File: src/rtl/fifo_pkg.sv
// Shared helpers and types for the programmable synchronous FIFO.
package fifo_pkg;

  typedef struct packed {
    logic full;
    logic empty;
    logic almostfull;
    logic almostempty;
  } fifo_status_t;

  function automatic int unsigned clog2_depth(input int unsigned depth);
    int unsigned w;
    w = 0;
    while ((32'd1 << w) < depth) w++;
    return w;
  endfunction

  // True when the parameter set describes a buildable FIFO.
  function automatic bit fifo_params_ok(input int data_width, input int depth,
                                        input int af_thresh, input int ae_thresh,
                                        input int fwft);
    if (data_width < 1) return 1'b0;
    if (depth < 2) return 1'b0;
    if ((depth & (depth - 1)) != 0) return 1'b0;
    if (af_thresh < 1 || af_thresh > depth) return 1'b0;
    if (ae_thresh < 0 || ae_thresh > depth - 1) return 1'b0;
    if (fwft != 0 && fwft != 1) return 1'b0;
    return 1'b1;
  endfunction

endpackage

File: src/rtl/fifo_mem.sv
// FIFO storage: synchronous write port, asynchronous read port.
module fifo_mem #(
  parameter int unsigned DATA_WIDTH = 16,
  parameter int unsigned DEPTH      = 8,
  parameter int unsigned AW         = 3
) (
  input  logic                  clk,
  input  logic                  we,
  input  logic [AW-1:0]         waddr,
  input  logic [DATA_WIDTH-1:0] wdata,
  input  logic [AW-1:0]         raddr,
  output logic [DATA_WIDTH-1:0] rdata
);

  logic [DATA_WIDTH-1:0] mem_q [DEPTH];

  always_ff @(posedge clk) begin
    if (we) mem_q[waddr] <= wdata;
  end

  assign rdata = mem_q[raddr];

endmodule

File: src/rtl/sync_fifo_prog.sv
// Single-clock FIFO with programmable thresholds, FWFT option, flush and
// exported occupancy count.
module sync_fifo_prog
  import fifo_pkg::*;
#(
  parameter int DATA_WIDTH = 16,
  parameter int DEPTH      = 8,
  parameter int AF_THRESH  = DEPTH - 1,
  parameter int AE_THRESH  = 1,
  parameter int FWFT       = 0
) (
  input  logic                    clk,
  input  logic                    rst_n,
  input  logic                    flush,
  input  logic                    wr_en,
  input  logic [DATA_WIDTH-1:0]   data_in,
  input  logic                    rd_en,
  output logic [DATA_WIDTH-1:0]   data_out,
  output logic                    rd_valid,
  output logic                    wr_ack,
  output logic                    overflow,
  output logic                    underflow,
  output logic                    full,
  output logic                    empty,
  output logic                    almostfull,
  output logic                    almostempty,
  output logic [$clog2(DEPTH):0]  count
);

  localparam int unsigned AW = clog2_depth(DEPTH);
  localparam int unsigned CW = AW + 1;
  localparam logic [CW-1:0] DEPTH_C = CW'(DEPTH);
  localparam logic [CW-1:0] AF_C    = CW'(AF_THRESH);
  localparam logic [CW-1:0] AE_C    = CW'(AE_THRESH);

  if (!fifo_params_ok(DATA_WIDTH, DEPTH, AF_THRESH, AE_THRESH, FWFT)) begin : g_bad_params
    $fatal(1, "sync_fifo_prog: illegal parameter set");
  end

  logic [AW-1:0]         wr_ptr_q, wr_ptr_d;
  logic [AW-1:0]         rd_ptr_q, rd_ptr_d;
  logic [CW-1:0]         count_q, count_d;
  logic [DATA_WIDTH-1:0] dout_q, dout_d;
  logic                  rd_valid_q, rd_valid_d;
  logic                  wr_ack_q, wr_ack_d;
  logic                  overflow_q, overflow_d;
  logic                  underflow_q, underflow_d;
  logic                  wr_acc, rd_acc;
  logic [DATA_WIDTH-1:0] mem_rdata;
  fifo_status_t          status;

  // Acceptance uses the count at the start of the cycle, so a full FIFO
  // still accepts a read and an empty one still accepts a write.
  always_comb begin
    wr_acc = wr_en && (count_q != DEPTH_C) && !flush;
    rd_acc = rd_en && (count_q != '0) && !flush;
  end

  always_comb begin
    wr_ptr_d = wr_ptr_q;
    rd_ptr_d = rd_ptr_q;
    if (flush) begin
      wr_ptr_d = '0;
      rd_ptr_d = '0;
    end else begin
      if (wr_acc) wr_ptr_d = wr_ptr_q + 1'b1;
      if (rd_acc) rd_ptr_d = rd_ptr_q + 1'b1;
    end
  end

  always_comb begin
    count_d = count_q;
    if (flush) count_d = '0;
    else       count_d = count_q + CW'(wr_acc) - CW'(rd_acc);
  end

  always_comb begin
    wr_ack_d    = wr_acc;
    overflow_d  = wr_en && !flush && (count_q == DEPTH_C);
    underflow_d = rd_en && !flush && (count_q == '0);
    rd_valid_d  = rd_acc;
    dout_d      = rd_acc ? mem_rdata : dout_q;
  end

  always_comb begin
    status.full        = (count_q == DEPTH_C);
    status.empty       = (count_q == '0);
    status.almostfull  = (count_q >= AF_C);
    status.almostempty = (count_q <= AE_C);
  end

  always_ff @(posedge clk) begin
    if (!rst_n) begin
      wr_ptr_q    <= '0;
      rd_ptr_q    <= '0;
      count_q     <= '0;
      dout_q      <= '0;
      rd_valid_q  <= 1'b0;
      wr_ack_q    <= 1'b0;
      overflow_q  <= 1'b0;
      underflow_q <= 1'b0;
    end else begin
      wr_ptr_q    <= wr_ptr_d;
      rd_ptr_q    <= rd_ptr_d;
      count_q     <= count_d;
      dout_q      <= dout_d;
      rd_valid_q  <= rd_valid_d;
      wr_ack_q    <= wr_ack_d;
      overflow_q  <= overflow_d;
      underflow_q <= underflow_d;
    end
  end

  fifo_mem #(
    .DATA_WIDTH (DATA_WIDTH),
    .DEPTH      (DEPTH),
    .AW         (AW)
  ) u_mem (
    .clk   (clk),
    .we    (wr_acc && rst_n),
    .waddr (wr_ptr_q),
    .wdata (data_in),
    .raddr (rd_ptr_q),
    .rdata (mem_rdata)
  );

  // In FWFT mode dout_q keeps the last popped word, shown only while empty.
  assign data_out    = (FWFT != 0 && !status.empty) ? mem_rdata : dout_q;
  assign rd_valid    = (FWFT != 0) ? !status.empty : rd_valid_q;
  assign wr_ack      = wr_ack_q;
  assign overflow    = overflow_q;
  assign underflow   = underflow_q;
  assign full        = status.full;
  assign empty       = status.empty;
  assign almostfull  = status.almostfull;
  assign almostempty = status.almostempty;
  assign count       = count_q;

endmodule

File: config.mk
export PLATFORM = sky130hd
export DESIGN_NAME = sync_fifo_prog
export DESIGN_NICKNAME = d
export VERILOG_FILES = /design/src/rtl/fifo_pkg.sv /design/src/rtl/fifo_mem.sv /design/src/rtl/sync_fifo_prog.sv
export SDC_FILE = /design/constraint.sdc
export NUM_CORES = 1
export LEC_CHECK = 0
export ABC_AREA = 1
export BUFFER_PORTS_ARGS = -buffer_cell sky130_fd_sc_hd__buf_4
export CAP_MARGIN = 20
export CORE_AREA = 2 2 133 135
export DETAILED_ROUTE_END_ITERATION = 8
export DIE_AREA = 0 0 135 137
export PLACE_DENSITY_LB_ADDON = 0.15
export SKIP_LAST_GASP = 1
export SLEW_MARGIN = 5
export SYNTH_ARGS = -nofsm -noshare
export SYNTH_HDL_FRONTEND = slang
export SYNTH_SLANG_ARGS = --single-unit
File: constraint.sdc
create_clock -name clk -period 4.8 [get_ports clk]
set_input_delay 0.72 -clock clk [delete_from_list [all_inputs] [get_ports clk]]
set_output_delay 0.72 -clock clk [all_outputs]
set_load 0.05 [all_outputs]
==> results of run 1 <==
[routing by layer]
layer | vias to the layer above | global-route usage (%)
li1 | 2225 | -
met1 | 2115 | 22.2
met2 | 90 | 28.8
met3 | 18 | 3.81
met4 | 0 | 6.08
met5 | - | 0
[how the worst min path moves through the flow]
stage / startpoint / slack, ps / depth (start not counted) / endpoint
after global placement: data_out[5]$_SDFFE_PN0P_ / 460 / 2 / data_out[5]$_SDFFE_PN0P_
after CTS: data_out[5]$_SDFFE_PN0P_ / 470 / 2 / data_out[5]$_SDFFE_PN0P_
after floorplan: wr_ptr_q[1]$_SDFFE_PP0P_ / 490 / 2 / wr_ptr_q[1]$_SDFFE_PP0P_
after detailed placement: data_out[5]$_SDFFE_PN0P_ / 460 / 2 / data_out[5]$_SDFFE_PN0P_
after global routing: data_out[5]$_SDFFE_PN0P_ / 500 / 2 / data_out[5]$_SDFFE_PN0P_
final: data_out[5]$_SDFFE_PN0P_ / 470 / 2 / data_out[5]$_SDFFE_PN0P_
[power breakdown]
group / switching (W) / internal (W) / total, W
clock network: 0.000530 / 0.000756 / 0.00129
registers: 0.00000618 / 0.00149 / 0.00150
logic: 0.000105 / 0.0000463 / 0.000151
[cell families after synthesis]
group / after synthesis / share of synthesized area, %
and+or+nand+nor: 310 / 19.7
DFF: 158 / 66.6
buffers and inverters: 146 / 8.96
AOI/OAI and AO/OA: 31 / 2.44
adders and majority gates: 11 / 2.18
xor gates and xnor gates: 1 / 0.131
[cell usage after synthesis (2+ instances only)]
cell type	n
sky130_fd_sc_hd__a21oi_1	22
sky130_fd_sc_hd__buf_2	14
sky130_fd_sc_hd__buf_4	4
sky130_fd_sc_hd__buf_6	2
sky130_fd_sc_hd__clkbuf_1	7
sky130_fd_sc_hd__dfxtp_1	30
sky130_fd_sc_hd__edfxtp_1	128
sky130_fd_sc_hd__ha_1	10
sky130_fd_sc_hd__inv_1	113
sky130_fd_sc_hd__inv_2	4
sky130_fd_sc_hd__nand2_1	189
sky130_fd_sc_hd__nand3_1	98
sky130_fd_sc_hd__nor2_1	16
sky130_fd_sc_hd__nor2_2	2
sky130_fd_sc_hd__o21ai_0	5
[layout make-up]
type / instances / share of cell area, %
Multi-Input combinational cell: 353 / 20.8
Timing Repair Buffer: 62 / 6.10
Tap cell: 225 / 3.59
Sequential cell: 158 / 56.7
Clock buffer: 19 / 5.52
Clock inverter: 13 / 1.58
Inverter: 118 / 5.68
[worst max-delay path, delay by kind of cell (launching register included)]
kind / cells / cell delay (ps)
buffers and inverters: 2 / 450
AND/OR/NAND/NOR: 5 / 1110
flip-flops: 1 / 370
adder cells (fa/ha/maj): 1 / 200
[per-stage QoR]
step	hold WS [ps]	utilization, %
2_1_floorplan	492	-
3_3_place_gp	458	42.6
3_5_place_dp	462	42.7
4_1_cts	472	45.9
5_1_grt	495	45.9
6_report	472	45.9
[sequential cells by signal, indices dropped and copies added, names as in the netlist]
name / count
count: 4
data_out: 16
overflow: 1
rd_ptr_q: 3
rd_valid: 1
u_mem.mem_q: 128
underflow: 1
wr_ack: 1
wr_ptr_q: 3
==> results list, run 1 <==
- The area growth from synthesis to layout is 17.5%.
- Post-cts hold buffer count: 0
- Yosys mapped the design onto 28 distinct sky130hd cell types.
- Placeable core region: roughly 17,000 µm²
- The floorplan step set the die height to about 140 µm.
- Top cell type by total area after synthesis: sky130_fd_sc_hd__edfxtp_1
- Dividing the final minimum period by the clock period gives 51.2%.
* Root Buffer: sky130_fd_sc_hd__clkbuf_16
- P_leak: 3.29 nW
- Power after layout: 0.00294 W
- The critical path starts at count[2]$_SDFF_PP0_.
- Sorting the synthesized cells by area gives the leading types as sky130_fd_sc_hd__edfxtp_1, sky130_fd_sc_hd__nand2_1, sky130_fd_sc_hd__dfxtp_1.
- After clock tree synthesis, the repair step resized 0 gates.
- Highest routing layer actually used: met4
- Class of the worst hold path: reg -> reg
- Type of origin of the critical path: flop
* Yosys warning total: 0
- Total of max-cap violations: 0
- Capture point of the worst reg-to-reg path: u_mem.mem_q[3][14]$_DFFE_PP_
- After clock tree synthesis, the clock-pin slew on the worst setup and hold paths is approximately 60 ps.
- Met1 routed wirelength after detailed routing: slightly below 7000 µm
- For this run, the total global-route usage over all layers was measured as ~17%.
- Synthesized Nets: between 600 and 700
- In the routed layout, each cell is associated on average with a via count of 4.69.
* Iteration-0 DRC Markers: ~280
- The number of placed instances, taps included, is 916.
- VDD sags by at most around 0.00025 V.
- Worst setup slack after layout: about 2300 ps
- Startpoint of the worst register-to-register path: count[2]$_SDFF_PP0_
* Count of mapped cells out of synthesis: around 660
- Counting flops and latches in the post-synthesis netlist gives between 150 and 200.
- The worst setup path is of the reg -> reg kind.
- Max Freq: approximately 400 MHz
* Maximum number of pins on one net before global-route repair: 68
- Post-detailed-placement cell area: about 7300 µm²
- Share of synthesized area occupied by flip-flops and latches: 66.6%
- DRC viols: 0
- In this run the worst setup path terminates at u_mem.mem_q[3][14]$_DFFE_PP_.
* Length of routed met2 wiring: 7260 µm
- Layout Skew: about 6.4 ps
- The count of nets left with antenna violations once routing finished came out at 0.
- Total number of clock tree sinks: approximately 160
- Main synth FF type: sky130_fd_sc_hd__edfxtp_1
* Type of destination of the critical path: flop
- Multi-input gate area: 1630 µm²
- The number of cells on the worst reg-to-reg path is 8.
- After the flow finishes, the layout carries non-filler instances totaling 948.
- In this run the cell area of the synthesized design comes to between 6000 and 7000 µm².
* Clock Tree Buf Depth: 2
* IO Pins: between 40 and 50
* Count of fill cells added during filler insertion: 1,627
- Clock insertion delay at the later pin of the skew report: 430 ps
- Die outline area: ~18,000 µm²
* Wire length on met3: around 590 µm
- Aggregate routed wire length: around 15,000 µm
- Die Span X: between 100 and 150 µm
- After synthesis, the mean cell area works out to ~10 µm².
- In the final routed layout, each cell accounts on average for 15.8 µm.
* Post-CTS Setup Bufs: 0
- For this configuration, the core starts out at a cell density of between 30% and 40%.
* Unrepaired setup endpoints after global routing: no
* Total half-perimeter wirelength after legalization and detailed placement: 8700 µm
- Arr. time, crit path: between 2000 and 3000 ps
- The final-report hold violation count came to 0.
* Power density over the cells: between 300 and 400 nW/µm²
- Post-Route Setup TNS: 0 ps
- Yosys top cell area share: 57.6%
* Worst R2R Setup Slack: around 2300 ps
- Commonest cells after routing, fill and taps aside: sky130_fd_sc_hd__nand2_1, sky130_fd_sc_hd__edfxtp_1, sky130_fd_sc_hd__inv_1, sky130_fd_sc_hd__nand3_1, sky130_fd_sc_hd__buf_4
* Final nets: 742
- The library cell used most frequently in the layout, excluding fill and tap cells, is sky130_fd_sc_hd__nand2_1.
* Crit Path Max Fanout: 12
- Via count of the first global-routing pass: between 4,000 and 5,000
- CTS tree: done
- At the pin with the least slew margin, the transition time is 961 ps.
* Total clock buffers created by CTS: 17
- Diode insertion count for antenna repair: 0
- The floorplan has 48 rows.
- Headroom to the max-slew limit came out at around 36%.
- At the placement stage, the worst setup path has a slack of about 2000 ps.
- For this run, the slowest stage of the critical path takes roughly 500 ps.
- Wire length of the first global-routing pass: approximately 24,000 µm
- Critical path, cell by cell: inv_1, ha_1, nand3_1, nand3_2, nor2_2, nand2_1, nor2_1, buf_4
* Cell area after layout: slightly below 8000 µm²
- The initial antenna violation count was 0.
* H-tree Lvls: 4
* Run status: finished clean
* Fraction of final layout cells with drive strength greater than 1: 14.0%
- The total overflow left after global routing is 0.
- At the end of routability-driven placement, the weighted congestion stood at between 0.7 and 0.8.
* Slowest cell on crit path: sky130_fd_sc_hd__nor2_1
- The clock period could shrink to 2460 ps.
- Final-report setup violation count: 0
- Number of synthesized flops with an enable pin: approximately 130
* Final slew viol count: 0
- Data on the critical path is required at its endpoint by 4920 ps.
- Port buffering added 48 buffers.
- The first detailed-routing pass ran for 5 iterations.
- Sequential cell area: between 4000 and 5000 µm²
* Proportion of register bits with asynchronous set or reset after synthesis: 0%
- The routed layout has ~4,400 vias.
(Power assumes the default switching activity.)
==> inputs of run 2 (changes only) <==
Clock period 4.8 ns to 2.57 ns, I/O delays scaled along.
==> results list, run 2 (synthesis gave the netlist of run 1 again) <==
* Run status: finished clean
- Placer's final routability congestion estimate: 0.766 (+1.3%)
* Number of gates resized after CTS: 0 (unchanged)
* Final worst path period share: 86.9% (+36 points)
- Die outline area: 18,500 µm² (unchanged)
* Hold violation count in the final report: 0 (unchanged)
- The combinational power share was 5.1% (about the same).
- Input/output buffers: 48 (unchanged)
- The number of clock sinks came to 158 (unchanged).
- The internal portion of total power was 0.00444 W (+94%).
* Sequential cell area: 4450 µm² (about the same)
* DRT Pass-1 Iters: 4 (-1)
- Non-filler instance count after layout: 951 (+0.32%)
* Power density over the cells: 710 nW/µm² (+89%)
- Top reg by flops: u_mem.mem_q
* WS Path Type: reg -> reg
- The number of nets in the layout was 745 (+0.40%).
* Net switching power of the design: 0.00117 W (+83%)
- Placed cell count: 919 (+0.33%)
* Gate family responsible for the most delay along the worst path: adder cells
- Iteration-0 DRC Markers: 255 (-10%)
- The worst setup path is launched from a flop.
- The overflow left after global routing is 0 (unchanged).
* Via count normalized by instance count: 4.69 (about the same)
- The maximum fanout count along the critical path is 8 (-4).
- Post-CTS Setup Bufs: 0 (unchanged)
* Unrepaired setup endpoints after global routing: no
- The average wire length per cell after detail routing is 15.3 µm (-3.4%).
- Type of destination of the critical path: flop
- Post-cts hold buffer count: 0 (unchanged)
- Initial Util: 39.1% (unchanged)
- Worst endpoint required time: 2880 ps (-2040 ps)
* Final slew viol count: 0 (unchanged)
- Tightest slew margin relative to the limit: 50.4% (+15 points)
- The initial antenna violation count is 0 (unchanged).
* Layout Skew: 5.10 ps (-1.33 ps)
* Multi-input gate area: 1630 µm² (+0.31%)
- Aggregate routed wire length: 14,500 µm (-3.1%)
- Total half-perimeter wirelength after legalization and detailed placement: 8610 µm (-1.0%)
* Via total after detailed routing: 4,463 (+0.34%)
- The number of buffers created by CTS came to 17 (unchanged).
- The cell that appears most often on the critical path is sky130_fd_sc_hd__ha_1.
* P_leak: 3.34 nW (+1.4%)
* Commonest cells after routing, fill and taps aside: sky130_fd_sc_hd__nand2_1, sky130_fd_sc_hd__edfxtp_1, sky130_fd_sc_hd__inv_1, sky130_fd_sc_hd__nand3_1, sky130_fd_sc_hd__buf_4
- The ratio of cells with drive above 1 in the final layout was 14.7% (+0.77 points).
- The top-level I/O count came to 49 (unchanged).
- The setup TNS after final layout was 0 ps (unchanged).
- Compared with the post-synthesis result, the final layout area differs by 18.5%.
- Class of the worst hold path: in -> reg
* Max Freq: 448 MHz (+10%)
- All-Layer GR Usage: 16.7% (-0.47 points)
- Via count of the first global-routing pass: 4,352 (+0.35%)
- Total of max-cap violations: 0 (unchanged)
* Die Span X: 135 µm (unchanged)
- The proportion of power drawn by the clock network is 45.0% (+1.2 points).
* Slowest cell on crit path: sky130_fd_sc_hd__fa_1
- Site Rows: 48 (unchanged)
- Wire length of the first global-routing pass: 22,800 µm (-3.2%)
* Root Buffer: sky130_fd_sc_hd__clkbuf_16
- Critical path, cell by cell: inv_1, ha_1, nand3_1, nand3_2, ha_1, inv_1, ha_1, fa_1, xnor2_1, nor2_1
* Arr. time, crit path: 2540 ps (-30 ps)
- The final-report setup violation count is 0 (unchanged).
* CTS tree: done
* DRC viols: 0 (unchanged)
* IR Drop Worst-Case VDD: 0.000471 V (+85%)
- The switching share of total power is 20.9% (-0.97 points).
* Number of buffer and inverter instances along the worst setup path: 2 (unchanged)
* Diode insertion count for antenna repair: 0 (unchanged)
- Clock insertion delay at the later pin of the skew report: 420 ps (about the same)
- Placeable core region: 17,100 µm² (unchanged)
* Final period demand of the worst path: 2230 ps (-222 ps)
- Stage delay of the slowest cell on the critical path: 380 ps (-110 ps)
* Clock Tree Buf Depth: 2 (unchanged)
* Count of fill cells added during filler insertion: 1,597 (-1.8%)
* Antenna-violating nets left: 0 (unchanged)
* Clock slew at the register clock pins of the worst setup and hold paths: 60 ps (about the same)
* Height of the chip: 137 µm (unchanged)
- The sequential cell fraction of total power came to 49.9% (-1.2 points).
* Leading cell type in the layout, fill and taps excluded: sky130_fd_sc_hd__nand2_1
- Slew of the pin with the lowest slew margin: 744 ps (-216 ps)
- The H-tree depth came to 4 (unchanged).
- The flip-flop count of the largest register after layout is 128 (unchanged).
- The maximum number of pins on one net before global-route repair is 68 (unchanged).
-- run 2: area by class of cell --
class / instances / area share (%)
clock inverter: 12 / 1.80
inverter: 118 / 5.63
clock buffer: 20 / 5.77
timing repair buffer: 65 / 6.33
tap: 225 / 3.56
multi-input combinational: 353 / 20.7
sequential: 158 / 56.2
-- run 2: metal layers --
layer  wire length [µm]  vias to the layer above  track usage [%]
met5                  0                        -                0
met4                347                        0             7.81
met3                646                       24             3.41
met2               6830                       98             27.5
met1               6700                     2117             21.4
li1                   -                     2224                -
-- run 2: path summary, 6_finish.rpt --
check | slack (ps) | endpoint | from | depth (start not counted)
max | 340 | count[2]$_SDFF_PP0_ | count[2]$_SDFF_PP0_ | 10
min | 200 | u_mem.mem_q[3][9]$_DFFE_PP_ | data_in[9] | 1
max reg2reg | 340 | count[2]$_SDFF_PP0_ | count[2]$_SDFF_PP0_ | 10
min reg2reg | 460 | data_out[10]$_SDFFE_PN0P_ | data_out[10]$_SDFFE_PN0P_ | 2
-- run 2: stage by stage --
stage	area, µm²	hold slack [ps]	setup WS, ps	util, %	power [W]
3_3_place_gp	7310	458	424	42.9	0.00314
5_1_grt	7910	188	152	46.4	0.00580
2_1_floorplan	6680	484	52.1	-	0.00303
4_1_cts	7910	176	318	46.4	0.00567
3_5_place_dp	7310	458	331	42.9	0.00314
6_report	7910	197	337	46.4	0.00561
-- run 2: power groups by stage --
| stage | Clock, W | Sequential, W | Combinational (W) |
|---|---|---|---|
| 6_report | 0.00253 | 0.00280 | 0.000285 |
| 5_1_grt | 0.00268 | 0.00280 | 0.000315 |
| 4_1_cts | 0.00258 | 0.00280 | 0.000292 |
| 3_5_place_dp | 0 | 0.00285 | 0.000291 |
| 3_3_place_gp | 0 | 0.00285 | 0.000286 |
| 2_1_floorplan | 0 | 0.00289 | 0.000135 |
